File: src/rtl/bram_arb_pkg.sv
// Shared definitions for the BRAM arbiter: request-op encoding and the
// requester-index width helper.
package bram_arb_pkg;

    localparam logic OP_READ  = 1'b0;
    localparam logic OP_WRITE = 1'b1;

    // Index width for n requesters, never narrower than one bit.
    function automatic int idw_calc(input int n);
        return (n > 2) ? $clog2(n) : 1;
    endfunction

endpackage

File: src/rtl/bram_sdp.sv
// Simple dual-port block RAM: one write port, one registered read port.
// Reads of an address written on the same edge return the old contents.
module bram_sdp #(
    parameter int WIDTH = 8,
    parameter int DEPTH = 256,
    parameter int ADDRW = $clog2(DEPTH)
) (
    input  logic             clk_write,
    input  logic             we,
    input  logic [ADDRW-1:0] waddr,
    input  logic [WIDTH-1:0] wdata,
    input  logic             clk_read,
    input  logic             re,
    input  logic [ADDRW-1:0] raddr,
    output logic [WIDTH-1:0] rdata
);

    logic [WIDTH-1:0] mem_r [DEPTH];

    // Write port; storage has no reset so contents survive it.
    always_ff @(posedge clk_write) begin
        if (we) begin
            mem_r[waddr] <= wdata;
        end
    end

    // Registered read port.
    always_ff @(posedge clk_read) begin
        if (re) begin
            rdata <= mem_r[raddr];
        end
    end

endmodule

File: src/rtl/bram_arbiter.sv
// Round-robin arbiter sharing one simple dual-port BRAM between NREQ requesters.
// Define BRAM_ARB_FWD_EN to forward write data to a same-cycle same-address read.
module bram_arbiter
    import bram_arb_pkg::*;
#(
    parameter  int WIDTH = 8,
    parameter  int DEPTH = 256,
    parameter  int NREQ  = 2,
    localparam int ADDRW = $clog2(DEPTH),
    localparam int IDW   = idw_calc(NREQ)
) (
    input  logic                    clk,
    input  logic                    rst,
    input  logic [NREQ-1:0]         req_valid,
    input  logic [NREQ-1:0]         req_we,
    input  logic [NREQ*ADDRW-1:0]   req_addr,
    input  logic [NREQ*WIDTH-1:0]   req_data,
    output logic [NREQ-1:0]         req_ready,
    output logic                    rsp_valid,
    output logic [IDW-1:0]          rsp_id,
    output logic [WIDTH-1:0]        rsp_data
);

    logic [NREQ-1:0]  wr_elig_s, rd_elig_s;
    logic [ADDRW-1:0] addr_a_s [NREQ];
    logic [WIDTH-1:0] data_a_s [NREQ];
    logic [IDW:0]     wr_pick_s, rd_pick_s;
    logic [IDW-1:0]   wr_idx_s, rd_idx_s;
    logic             wr_go_s, rd_go_s;
    logic [NREQ-1:0]  wr_gnt_s, rd_gnt_s;
    logic [ADDRW-1:0] wr_addr_s, rd_addr_s;
    logic [WIDTH-1:0] wr_data_s;
    logic [WIDTH-1:0] bram_rdata_s, mem_out_s;
    logic [IDW-1:0]   wr_ptr_r, rd_ptr_r;
    logic             rsp_valid_r;
    logic [IDW-1:0]   rsp_id_r;

    // First set bit of elig at or after ptr, wrapping; MSB of result flags a hit.
    function automatic logic [IDW:0] rr_pick(input logic [NREQ-1:0] elig,
                                              input logic [IDW-1:0]  ptr);
        logic [IDW:0] res;
        int           idx;
        res = '0;
        for (int k = 0; k < NREQ; k++) begin
            idx = (int'(ptr) + k) % NREQ;
            if (!res[IDW] && elig[idx[IDW-1:0]]) begin
                res = {1'b1, idx[IDW-1:0]};
            end
        end
        return res;
    endfunction

    function automatic logic [IDW-1:0] ptr_next(input logic [IDW-1:0] g);
        int n;
        n = ((int'(g) + 1) >= NREQ) ? 0 : (int'(g) + 1);
        return n[IDW-1:0];
    endfunction

    for (genvar i = 0; i < NREQ; i++) begin : g_unpack
        assign wr_elig_s[i] = req_valid[i] && (req_we[i] == OP_WRITE);
        assign rd_elig_s[i] = req_valid[i] && (req_we[i] == OP_READ);
        assign addr_a_s[i]  = req_addr[i*ADDRW +: ADDRW];
        assign data_a_s[i]  = req_data[i*WIDTH +: WIDTH];
    end

    // Independent write and read arbitration; nothing is granted during reset.
    always_comb begin
        wr_pick_s = rr_pick(wr_elig_s, wr_ptr_r);
        rd_pick_s = rr_pick(rd_elig_s, rd_ptr_r);
        wr_idx_s  = wr_pick_s[IDW-1:0];
        rd_idx_s  = rd_pick_s[IDW-1:0];
        wr_go_s   = wr_pick_s[IDW] && !rst;
        rd_go_s   = rd_pick_s[IDW] && !rst;
        wr_gnt_s  = '0;
        rd_gnt_s  = '0;
        if (wr_go_s) begin
            wr_gnt_s[wr_idx_s] = 1'b1;
        end else begin
            wr_gnt_s = '0;
        end
        if (rd_go_s) begin
            rd_gnt_s[rd_idx_s] = 1'b1;
        end else begin
            rd_gnt_s = '0;
        end
        wr_addr_s = addr_a_s[wr_idx_s];
        wr_data_s = data_a_s[wr_idx_s];
        rd_addr_s = addr_a_s[rd_idx_s];
        req_ready = wr_gnt_s | rd_gnt_s;
    end

    // Round-robin pointers and response tracking.
    always_ff @(posedge clk) begin
        if (rst) begin
            wr_ptr_r    <= '0;
            rd_ptr_r    <= '0;
            rsp_valid_r <= 1'b0;
            rsp_id_r    <= '0;
        end else begin
            rsp_valid_r <= rd_go_s;
            if (wr_go_s) begin
                wr_ptr_r <= ptr_next(wr_idx_s);
            end
            if (rd_go_s) begin
                rd_ptr_r <= ptr_next(rd_idx_s);
                rsp_id_r <= rd_idx_s;
            end
        end
    end

    bram_sdp #(
        .WIDTH (WIDTH),
        .DEPTH (DEPTH),
        .ADDRW (ADDRW)
    ) u_bram (
        .clk_write (clk),
        .we        (wr_go_s),
        .waddr     (wr_addr_s),
        .wdata     (wr_data_s),
        .clk_read  (clk),
        .re        (rd_go_s),
        .raddr     (rd_addr_s),
        .rdata     (bram_rdata_s)
    );

`ifdef BRAM_ARB_FWD_EN
    logic             fwd_hit_r;
    logic [WIDTH-1:0] fwd_data_r;

    // Capture write data when a read collides with a write to the same address.
    always_ff @(posedge clk) begin
        if (rst) begin
            fwd_hit_r  <= 1'b0;
            fwd_data_r <= '0;
        end else begin
            fwd_hit_r  <= rd_go_s && wr_go_s && (rd_addr_s == wr_addr_s);
            fwd_data_r <= wr_data_s;
        end
    end

    assign mem_out_s = fwd_hit_r ? fwd_data_r : bram_rdata_s;
`else
    assign mem_out_s = bram_rdata_s;
`endif

    // A response whose cycle coincides with reset is dropped; data is zero when idle.
    always_comb begin
        rsp_valid = rsp_valid_r && !rst;
        if (rst) begin
            rsp_id = '0;
        end else begin
            rsp_id = rsp_id_r;
        end
        if (rsp_valid) begin
            rsp_data = mem_out_s;
        end else begin
            rsp_data = '0;
        end
    end

endmodule

File: config.mk
export PLATFORM = sky130hd
export DESIGN_NAME = bram_arbiter
export DESIGN_NICKNAME = d
export VERILOG_FILES = /design/src/rtl/bram_arb_pkg.sv /design/src/rtl/bram_sdp.sv /design/src/rtl/bram_arbiter.sv
export SDC_FILE = /design/constraint.sdc
export NUM_CORES = 2
export LEC_CHECK = 0
export ABC_CLOCK_PERIOD_IN_PS = 7540
export CAP_MARGIN = 20
export CORE_MARGIN = 3
export CORE_UTILIZATION = 35
export CTS_BUF_LIST = sky130_fd_sc_hd__clkbuf_16
export DETAILED_ROUTE_END_ITERATION = 6
export PLACE_DENSITY = 0.45
export SLEW_MARGIN = 25
export SYNTH_ARGS = -nofsm -noshare
export SYNTH_HDL_FRONTEND = slang
export SYNTH_SLANG_ARGS = --single-unit
export TNS_END_PERCENT = 30
File: constraint.sdc
create_clock -name clk -period 7.54 [get_ports clk]
set_clock_uncertainty 0.2 [all_clocks]
set_input_delay 0.754 -clock clk [delete_from_list [all_inputs] [get_ports clk]]
set_output_delay 0.754 -clock clk [all_outputs]
set_load 0.02 [all_outputs]
# == Word-level counts from Yosys, hierarchy flattened ==
# Memory sizes are Yosys's and may differ from the RTL's. A register that Yosys moved wholly into a read port is not among the register bits.
# Cells that the tools add are included.
# op_classes
n_shift,0
bitwise,5
order_cmp,12
n_reduce_logical,14
n_mul,0
mux,33
add_sub_neg,4
eq_ne,0
n_div,0
# op_table
cell,n
two-way mux 8 bit,10
two-way mux 1 bit,15
< comparator 1 x 2 -> 1 bit (second input constant),6
two-way mux 2 bit,6
logical AND 1 bit,11
>= comparator 2 bit (second input constant),4
adder 1 x 1 -> 2 bit (second input constant),2
NOT 1 -> 2 bit,2
zero test 1 bit,3
adder 1 bit (second input constant),2
demux 1 bit (select 1 bit),2
>= comparator 1 bit (second input constant),2
NOT 1 bit,2
OR 2 bit,1
# word_totals
output_inout_bits,12
n_memories,1
elab_cells,73
input_bits,38
mem_bits_rw,2048
romBits,0
latch_bits,0
register_bits,4
# memory_table
memory,depth,word_bits,read_ports,rd_clocked_by_memory_dff,wr,line_no,rtl
u_bram.mem_r,256,8,1,1,1,bram_sdp.sv:18,logic [WIDTH-1:0] mem_r [DEPTH];

# == Logic depth before layout (Yosys ltp) ==
# depth
word_depth,14
mapped_depth,14
depth_no_buf,9

# == Hierarchy ==
# Synthesis repeated with hierarchy kept, for this count alone.
# hier_totals
cells_unflattened,3797
hier_area_um2,80258.2
# by_module_without_submodules
module,n_inst,area_per_inst_um2,seq_area_each_um2,cells_per_inst
bram_sdp,1,79636.4,61739.2,3733
bram_arbiter,1,621.8,80.1,64

# == Least setup slack after synthesis ==
# OpenSTA, ideal clock, no wires.
# synth_timing
path_kind,input to register
start,input port req_valid[0]
end,"memory u_bram.mem_r[0][0], data pin"
setup_slack_ns,1.791
stages,6
arrival_time_ns,4.726
cell_sequence,nand2_1 -> o21bai_1 -> clkbuf_1 -> clkbuf_1 -> nand2_1 -> nand2_1
# synth_between
elab_chain_len,11
# synth_rtl
item,line_no,rtl
from (decl),bram_arbiter.sv:14,"input logic [NREQ-1:0] req_valid,"
logical AND 1 bit (*),bram_arbiter.sv:60,assign wr_elig_s[i] = req_valid[i] && (req_we[i] == OP_WRITE);
two-way mux 1 bit (implied by the code) (2 in series),bram_arbiter.sv:46,if (!res[IDW] && elig[idx[IDW-1:0]]) begin
two-way mux 2 bit,bram_arbiter.sv:46,
zero test 1 bit,bram_arbiter.sv:46,
logical AND 1 bit,bram_arbiter.sv:46,
two-way mux 2 bit (*),bram_arbiter.sv:46,
NOT 1 -> 2 bit (implied by the code) (*),bram_arbiter.sv:87,wr_data_s = data_a_s[wr_idx_s];
two-way mux 8 bit (implied by the code) (*) (3 in series),bram_arbiter.sv:87,
named net u_bram.wdata[0],bram_sdp.sv:11,"input logic [WIDTH-1:0] wdata,"
to (decl),bram_sdp.sv:18,
# Mark *: on every way through the listed nets, which the timed path passes. The rest lies on a longest branch. The select of a mux whose other input is x is not followed.

# == Final worst setup path ==
# layout_timing
start,input port req_we[1]
end,"register u_bram.rdata[0], read port of u_bram.mem_r, data pin"
# layout_between
elab_chain_len,12
# layout_rtl
item,line_no,rtl
from (decl),bram_arbiter.sv:15,"input logic [NREQ-1:0] req_we,"
NOT 1 bit (*),bram_arbiter.sv:61,assign rd_elig_s[i] = req_valid[i] && (req_we[i] == OP_READ);
logical AND 1 bit (*),bram_arbiter.sv:61,
two-way mux 1 bit (implied by the code) (2 in series),bram_arbiter.sv:46,
two-way mux 2 bit,bram_arbiter.sv:46,
zero test 1 bit,bram_arbiter.sv:46,
logical AND 1 bit,bram_arbiter.sv:46,
two-way mux 2 bit (*),bram_arbiter.sv:46,
NOT 1 -> 2 bit (implied by the code),bram_arbiter.sv:88,rd_addr_s = addr_a_s[rd_idx_s];
two-way mux 8 bit (implied by the code) (3 in series),bram_arbiter.sv:88,
to (decl),bram_sdp.sv:15,output logic [WIDTH-1:0] rdata
# Every way passes the cells marked *; elsewhere a longest branch is shown, timed or not. The select of a mux whose other input is x is not followed.
# A chain may end at the register's enable or synchronous reset.

==> results summary <==
The flow ran to the end, and the final reports show no timing, DRC or antenna violations. The number of slew-limit violations in the final report came out at 0. The tree is rooted in a sky130_fd_sc_hd__clkbuf_16. The post-synthesis instance area is 0.0825 mm^2. After clock tree synthesis, the flow added hold-fix buffers numbering 0. By startpoint and endpoint, the worst setup path is classified as in -> reg. The final layout contains routed wiring with a total length of 283 mm.

The level count of the clock H-tree came out at 4. The total congestion overflow after global routing came out at 0. The number of port buffers came out at 49. The maximum buffer depth of the clock tree came out at 3. For this run, design rule violations remaining after detail routing come to 0. Setup repair after global routing left no endpoint under its margin. The layout-stage area growth over the synthesis result is 14.3%. The HPWL after detailed placement is 170 mm. Based on the critical path, the design can be clocked at up to 171 MHz.

The reg2reg setup slack came out at 1970 ps. The shortest period the worst path allows came out at 5850 ps. The post-route setup TNS is 0 ps. The total of max-cap violations is 0. The worst setup path is launched from an input pin.

For this configuration, the core starts out at a cell density of 35.3%. The first-pass iteration count of the detailed router is 6. In this run, placement finished with an instance count of 8680. The post-detailed-route via-to-cell ratio is 5.63.

The fraction of layout instances using a drive strength above 1 is 9.61%. The clock-pin slew on the worst setup and hold paths came out at 60 ps. The post-cts repair resize count came out at 0. The count of flip-flops with a built-in enable after synthesis came out at 2056. The number of placement rows is 177.

The power after layout is 25.3 mW. The post-synthesis average cell area came out at 14.4 um^2. The number of cells on the worst reg-to-reg path is 12. The die covers 0.242 mm^2. The number of cells produced by synthesis came out at 5721. The global-route wire length before repair is 399 mm.

The final layout contains 5809 nets. The static power due to leakage came out at 31.5 nW. When the netlist entered floorplanning its net count stood at 5759. The initial antenna violation count is 12. TritonCTS created 218 clock buffers. TritonCTS built the clock tree. The aggregate global-route resource usage came out at 23.0%.

The number of I/O pins is 50. The library cell used most frequently in the layout, excluding fill and tap cells, is sky130_fd_sc_hd__edfxtp_1. The critical path capture point type is a flop. After floorplanning, the core was sized to cover 0.233 mm^2. The count of vias placed by the detailed router came out at 51206. The final clock period utilization by the worst path came out at 77.6%. The number of distinct standard cells referenced by the synthesized netlist is 62.

The placer's final routability congestion estimate is 0.840. Setup violations remaining at the end of the flow were counted as 0. The count of nets left with antenna violations after detail routing came out at 0. Sequential elements use 74.9% of the synthesized area. The critical path arrival came out at 6210 ps.

The post-synthesis async set-or-reset flop share is 0%. The worst slew margin relative to its limit came out at 21.3%. The power density over the cells is 269 mW/mm^2. The flip-flop cell with the highest count after synthesis is sky130_fd_sc_hd__edfxtp_1. After synthesis the netlist holds a flip-flop and latch count of 2060. The maximum VDD drop is 0.221 mV. The number of sinks driven by the clock tree is 2060. The detailed router finished its first iteration with 5300 violations.

Along the worst path, the maximum fanout reaches 51. The post-CTS setup buffer count came out at 0. The y dimension of the die is 492 um. The source of the critical timing path is req_we[1].

Following the worst setup path forward leads to its endpoint at u_bram.rdata[0]. The class of the tightest hold or removal check is reg -> reg. The final hold violation count came out at 0. The required time of the critical path came out at 7900 ps. The startpoint identified for the worst register-to-register timing path is rd_ptr_r. The worst register-to-register path ends at u_bram.rdata[0].

Yosys printed 0 warnings. The maximum number of pins on one net before global-route repair is 170. Once layout is complete, the cells apart from fillers number 9090. Leaving out fill and tap cells, the most frequent cells in the layout are 2056 x sky130_fd_sc_hd__edfxtp_1, 1047 x sky130_fd_sc_hd__nand2_1, 417 x sky130_fd_sc_hd__mux2i_1. At the pin with the least slew margin, the transition time is 1180 ps. The floorplan step set the die width to 492 um. The via count of the first global-routing pass came to 50033. The wire length per cell after detailed routing came out at 31.2 um.

At the later pin of the worst-skew pair, clock insertion delay measures 860 ps.
-- final cells by class --
cell class	instances	area [um^2]
multi-input cells	3224	19100
diodes	7	17.5
clock buffers	222	5560
repair buffers	243	2500
inverters	24	90.1
flip-flops and latches	2060	61800
fillers	21698	139000
clock inverters	178	1230
well taps	3132	3920
-- flip-flops by register name, indices dropped and copies added, names as in the netlist --
name and flops:
u_bram.mem_r 2048, rsp_valid_r 1, wr_ptr_r 1, rsp_id_r 1, rd_ptr_r 1, u_bram.rdata 8
-- stage by stage --
step / cell area (um^2) / worst slack (ps) / hold WS [ps] / util [%]
3_5_place_dp: 87400 / 912 / 291 / 37.4
5_1_grt: 94300 / 1740 / 343 / 40.4
3_3_place_gp: 87300 / 685 / 293 / 37.4
4_1_cts: 94200 / 1800 / 300 / 40.3
6_report: 94300 / 1690 / 299 / 40.4
2_1_floorplan: 82500 / 1790 / 269 / -
-- metal layers --
metal	up-vias	wire, um	GRT usage, %
li1	22155	-	-
met1	26636	122000	32.1
met2	2012	133000	36.7
met3	399	20100	4.24
met4	4	8180	6.69
met5	-	24	0
-- synthesized netlist by cell type (all sizes together), types with 24 or more instances --
cell type / instances / share of area (%)
a311oi: 89 / 0.94
mux2i: 417 / 5.1
buf: 187 / 1.2
clkbuf: 226 / 1.0
and3: 115 / 0.87
a31oi: 115 / 0.87
a21oi: 134 / 0.83
nand3: 306 / 1.9
nor2: 273 / 1.3
nor3: 61 / 0.37
a211oi: 112 / 1.0
nor4: 24 / 0.18
nand2: 1063 / 4.8
edfxtp: 2056 / 75
o22ai: 72 / 0.55
nand4: 62 / 0.47
o21ai: 73 / 0.44
o221ai: 180 / 1.9
-- worst min-delay path by stage --
stage                     startpoint        to  slack, ps  depth (start not counted)
after floorplan             rd_ptr_r  rsp_id_r        270                          2
after global placement      rd_ptr_r  rsp_id_r        290                          2
after detailed placement    rd_ptr_r  rsp_id_r        290                          2
after CTS                   rd_ptr_r  rsp_id_r        300                          2
after global routing        rd_ptr_r  rsp_id_r        340                          2
final                       rd_ptr_r  rsp_id_r        300                          2
-- where the power goes --
group / internal [mW] / total [mW] / switching [mW]
Combinational: 0.571 / 2.31 / 1.73
Clock: 5.78 / 10.3 / 4.52
Sequential: 12.7 / 12.7 / 0.0110
Total: 19.1 / 25.3 / 6.26
-- cell families (layout without fill, tap and decap cells) --
logic type / count (synthesis) / in the layout / synth area share (%)
flops: 2060 / 2060 / 74.9
mux: 419 / 419 / 5.09
buf+inv: 437 / 667 / 2.36
simple gates: 1948 / 1948 / 10.2
other cells: 0 / 7 / 0
compound gates: 857 / 857 / 7.41
-- critical path, stage by stage --
cell,delay [ps]
sky130_fd_sc_hd__clkdlybuf4s50_1,450
sky130_fd_sc_hd__nand2b_1,350
sky130_fd_sc_hd__o21ai_4,780
sky130_fd_sc_hd__nand2_4,510
sky130_fd_sc_hd__buf_12,390
sky130_fd_sc_hd__buf_12,240
sky130_fd_sc_hd__a211oi_1,360
sky130_fd_sc_hd__a311oi_1,90
sky130_fd_sc_hd__nor4_1,770
sky130_fd_sc_hd__nor3_1,260
sky130_fd_sc_hd__o31ai_1,820
sky130_fd_sc_hd__buf_4,270
sky130_fd_sc_hd__nand4_1,90
(Power assumes the default switching activity.)
